==> config.mk <==
export PLATFORM = sky130hd
export DESIGN_NAME = ksa_preproc_stage
export DESIGN_NICKNAME = d
export VERILOG_FILES = /design/src/rtl/ksa_pkg.sv /design/src/rtl/ksa_pg_cell.sv /design/src/rtl/ksa_preproc_stage.sv
export SDC_FILE = /design/constraint.sdc
export NUM_CORES = 1
export LEC_CHECK = 0
export BUFFER_PORTS_ARGS = -buffer_cell sky130_fd_sc_hd__clkbuf_2
export CAP_MARGIN = 5
export CORE_UTILIZATION = 35
export CTS_BUF_LIST = sky130_fd_sc_hd__clkbuf_8
export DETAILED_ROUTE_END_ITERATION = 8
export SLEW_MARGIN = 5
export SYNTH_ARGS = -nofsm -noshare
export SYNTH_HDL_FRONTEND = slang
export SYNTH_HIERARCHICAL = 1
export SYNTH_SLANG_ARGS = --single-unit
==> constraint.sdc <==
create_clock -name clk -period 1.4 [get_ports clk]
set_clock_uncertainty 0.15 [all_clocks]
set_input_delay 0.28 -clock clk [delete_from_list [all_inputs] [get_ports clk]]
set_output_delay 0.28 -clock clk [all_outputs]
set_load 0.01 [all_outputs]
==> src/rtl/ksa_pkg.sv <==
// ksa_pkg: shared width default and p/g word type for the Kogge-Stone adder datapath
package ksa_pkg;
  localparam int KSA_W = 16;
  typedef struct packed {
    logic [KSA_W-1:0] p;
    logic [KSA_W-1:0] g;
    logic             cin;
  } ksa_pg_word_t;
endpackage

==> src/rtl/ksa_pg_cell.sv <==
// ksa_pg_cell: 1-bit propagate/generate leaf cell
module ksa_pg_cell (
  input  logic a,
  input  logic b,
  output logic p,
  output logic g
);
  assign p = a ^ b;
  assign g = a & b;
endmodule

==> src/rtl/ksa_preproc_stage.sv <==
// ksa_preproc_stage: registered p/g pre-processing stage with a two-entry skid buffer
// Define KSA_SUB_EN to add the sub_in port and two's-complement subtract.
module ksa_preproc_stage
  import ksa_pkg::*;
#(
  parameter int W = KSA_W
) (
  input  logic         clk,
  input  logic         rst,
  input  logic         in_valid,
  output logic         in_ready,
  input  logic [W-1:0] a_in,
  input  logic [W-1:0] b_in,
  input  logic         cin_in,
`ifdef KSA_SUB_EN
  input  logic         sub_in,
`endif
  output logic         out_valid,
  input  logic         out_ready,
  output logic [W-1:0] p_out,
  output logic [W-1:0] g_out,
  output logic         cin_out
);
  typedef struct packed {
    logic [W-1:0] p;
    logic [W-1:0] g;
    logic         cin;
  } word_t;
  logic [W-1:0] b_eff, p_w, g_w;
  logic         cin_eff, accept, load, skid_valid, skid_nxt;
  word_t        in_word, out_word, skid_word;
`ifdef KSA_SUB_EN
  assign b_eff   = b_in ^ {W{sub_in}};
  assign cin_eff = cin_in | sub_in;
`else
  assign b_eff   = b_in;
  assign cin_eff = cin_in;
`endif
  genvar i;
  generate
    for (i = 0; i < W; i++) begin : g_cell
      ksa_pg_cell u_cell (.a(a_in[i]), .b(b_eff[i]), .p(p_w[i]), .g(g_w[i]));
    end
  endgenerate
  assign in_word  = '{p: p_w, g: g_w, cin: cin_eff};
  assign accept   = in_valid & in_ready;
  assign load     = ~out_valid | out_ready;
  // skid only ever fills while the output is stalled; it drains whenever the output can load
  assign skid_nxt = ~load & (skid_valid | accept);
  always_ff @(posedge clk) begin
    if (rst) begin
      out_valid  <= 1'b0;
      skid_valid <= 1'b0;
      in_ready   <= 1'b1;
      out_word   <= '0;
      skid_word  <= '0;
    end else begin
      skid_valid <= skid_nxt;
      in_ready   <= ~skid_nxt;
      if (load) begin
        out_valid <= skid_valid | accept;
        if (skid_valid) out_word <= skid_word;
        else if (accept) out_word <= in_word;
      end else if (accept) begin
        skid_word <= in_word;
      end
    end
  end
  assign p_out   = out_word.p;
  assign g_out   = out_word.g;
  assign cin_out = out_word.cin;
endmodule

==> impl_metrics.json <==
{
  "outcome": "finished clean",
  "rr_endpoint": "skid_word[6]$_SDFFE_PP0P_",
  "syn_avg_cell_area_um2": 9.66,
  "post_drt_via_cell_ratio": 5.13,
  "power.leakage_nw": 1.55,
  "dieArea_mm2": 0.00929,
  "worstPathMaxFanout": 16,
  "critical_path_class": "reg2reg",
  "io_pins": 72,
  "cp_slowest_cell": "dfxtp_2",
  "met2_usage": 0.280,
  "synthCells": 323,
  "clockBufferDepth": 2,
  "ys_seq_area_frac": 0.443,
  "startpoint_type": "flip-flop",
  "maxCapViolCount": 0,
  "io_buffer_count": 71,
  "antenna_found_initial": 0,
  "coreArea_mm2": 0.00868,
  "area.sequential_mm2": 0.00139,
  "drt-total-wl_um": 8090,
  "yosys_warnings": 6,
  "insertion_delay_ps": 340,
  "worstPathCellList": "buf_4, and4b_4, clkbuf_16, nand2_1, a21oi_2",
  "slew_viol_final": 0,
  "vias": 2610,
  "place_hpwl_um": 4800,
  "grtUsageMet3": 0.0321,
  "nets": 450,
  "clkTransAtPathRegs_ps": 70,
  "fin_crit_ps": 1370,
  "worstSetupStartpoint": "in_ready$_SDFF_PP1_",
  "post-route-period-util": 0.980,
  "crit_arrival_ps": 1490,
  "worstSetupEndpoint": "skid_word[6]$_SDFFE_PP0P_",
  "busiest_layer": "met2",
  "grt_pass1_vias": 2462,
  "rows": 34,
  "rr_worst_depth": 5,
  "final_cell_area_mm2": 0.00401,
  "drtAntennaViolNets": 0,
  "cts_tree": "done",
  "area_growth_pct": 28.6,
  "die_x_um": 96.4,
  "grt_pass1_wl_um": 12400,
  "syn_area_mm2": 0.00312,
  "grt-ovfl-total": 0,
  "setup_viol": 0,
  "grt_max_degree": 36,
  "rsz0062_at_grt": "yes",
  "gp_congestion": 0.740,
  "drtIter0Drc": 156,
  "pwr_density_cell_mw_per_mm2": 1100,
  "htreeDepth": 3,
  "diodes": 0,
  "max-vdd-ir-drop_mv": 0.523,
  "grt_use_total": 0.180,
  "hold_path.class": "in2reg",
  "synth_fp_nets": 376,
  "routedWlPerCell_um": 15.9,
  "layout-drive-gt1-share": 0.369,
  "hold_viol": 0,
  "critPathCaptureType": "flip-flop",
  "initial_utilization": 0.359,
  "drc": 0,
  "fmax_mhz": 729,
  "cts_made_buffers": 9,
  "first_pass_iters": 4,
  "clock-sinks": 69,
  "r2r_slack_ps": 30,
  "place_area_mm2": 0.00365,
  "r2r_start": "in_ready$_SDFF_PP1_",
  "grtUsageMet1": 0.242,
  "slew_headroom": 0.841,
  "multiInputGateArea_mm2": 0.00160,
  "synth_cell_type_count": 17,
  "worst_pin_slew_ps": 232,
  "worstPathRequired_ps": 1520,
  "synth_seq_cells": 69,
  "die_h_um": 96.4,
  "nFillCells": 855,
  "cpPeakStageDelay_ps": 330,
  "clock-root-buffer": "clkbuf_8",
  "fin_setup_tns_ps": 0
}
==> final cells by class <==
cell class,count,area share
multi-input cells,223,0.400
flip-flops and latches,69,0.345
repair buffers,93,0.176
clock buffers,12,0.0412
well taps,108,0.0337
clock inverters,3,0.00312
inverters,1,0.000936
==> state kept, by name, indices dropped and copies added, names as in the netlist <==
name,flops
cin_out,1
g_out,16
in_ready,1
out_valid,1
p_out,16
skid_valid,1
skid_word,33
==> worst max-delay path, delay by kind of cell, from the launching register on <==
family	cells	cell delay (ps)
buffers and inverters	2	320
AO/OA/AOI/OAI	1	110
AND/OR/NAND/NOR	2	390
flip-flops	1	330
==> cell usage after synthesis <==
library cell	count	share of area
nand2_1	66	0.079
nor3_1	1	0.0016
and4b_1	1	0.0032
a211oi_2	30	0.12
clkbuf_1	17	0.020
a211oi_1	3	0.0072
mux2i_1	33	0.11
nand4b_1	1	0.0028
buf_2	8	0.013
and2_4	1	0.0028
a21o_1	1	0.0024
inv_1	1	0.0012
buf_6	6	0.022
nand2b_1	1	0.0020
dfxtp_1	69	0.44
a21oi_1	68	0.11
ha_1	16	0.064
==> per-stage QoR <==
stage                     total power, mW  instances  hold slack (ps)  setup WS [ps]   util
after detailed placement             2.91        486              298           -121  0.421
after global routing                 4.60        509             37.5          -11.4  0.462
after CTS                            4.39        502             15.4           7.60  0.444
after floorplan                      2.64        323              266          -48.8      -
final                                4.39        509             32.3           28.5  0.462
after global placement               2.90        486              291          -76.0  0.421
==> power by group <==
part           switching [mW]  internal, mW  total (mW)
Combinational           0.428         0.366       0.794
Sequential             0.0648          2.07        2.14
Clock                   0.695         0.763        1.46
Total                    1.19          3.20        4.39
==> kinds of logic (layout without fill, tap and decap cells) <==
| group | after synthesis | after routing | share of synthesized area |
|---|---|---|---|
| compound gates | 102 | 102 | 0.239 |
| simple gates | 71 | 72 | 0.0919 |
| flops | 69 | 69 | 0.443 |
| mux | 33 | 33 | 0.106 |
| buf+inv | 32 | 109 | 0.0562 |
| fa+ha+maj | 16 | 16 | 0.0642 |
==> worst min path at each step <==
stage                                     startpoint                    endpoint  slack, ps  cells after the start
after floorplan                               cin_in   skid_word[0]$_SDFFE_PP0P_        270                      2
after global placement    skid_word[13]$_SDFFE_PP0P_  skid_word[13]$_SDFFE_PP0P_        290                      2
after detailed placement  skid_word[18]$_SDFFE_PP0P_  skid_word[18]$_SDFFE_PP0P_        300                      2
after CTS                                     cin_in   skid_word[0]$_SDFFE_PP0P_         20                      3
after global routing                          cin_in   skid_word[0]$_SDFFE_PP0P_         40                      3
final                                         cin_in   skid_word[0]$_SDFFE_PP0P_         30                      3
==> routing by layer <==
metal / vias to the layer above / part of all wire
li1: 1289 / -
met1: 1236 / 0.47
met2: 73 / 0.47
met3: 12 / 0.047
met4: 0 / 0.019
met5: - / 0
==> layout by cell type, fill, tap and decap left out, drive strengths merged, types with 2 or more instances in the layout <==
master  count
mux2i      33
buf        20
ha         16
a21oi      68
and2        2
a211oi     33
nand2      66
inv         3
dfxtp      69
clkbuf     85
==> what timing repair did <==
action	4_1_cts	5_1_grt
setup buffers	0	4
hold buffers	0	0
endpoints found under the setup margin	33	30
cloned	1	3
pin swaps	0	2
gates resized for setup	3	10
No activity file was read; power rests on OpenSTA's default activity.
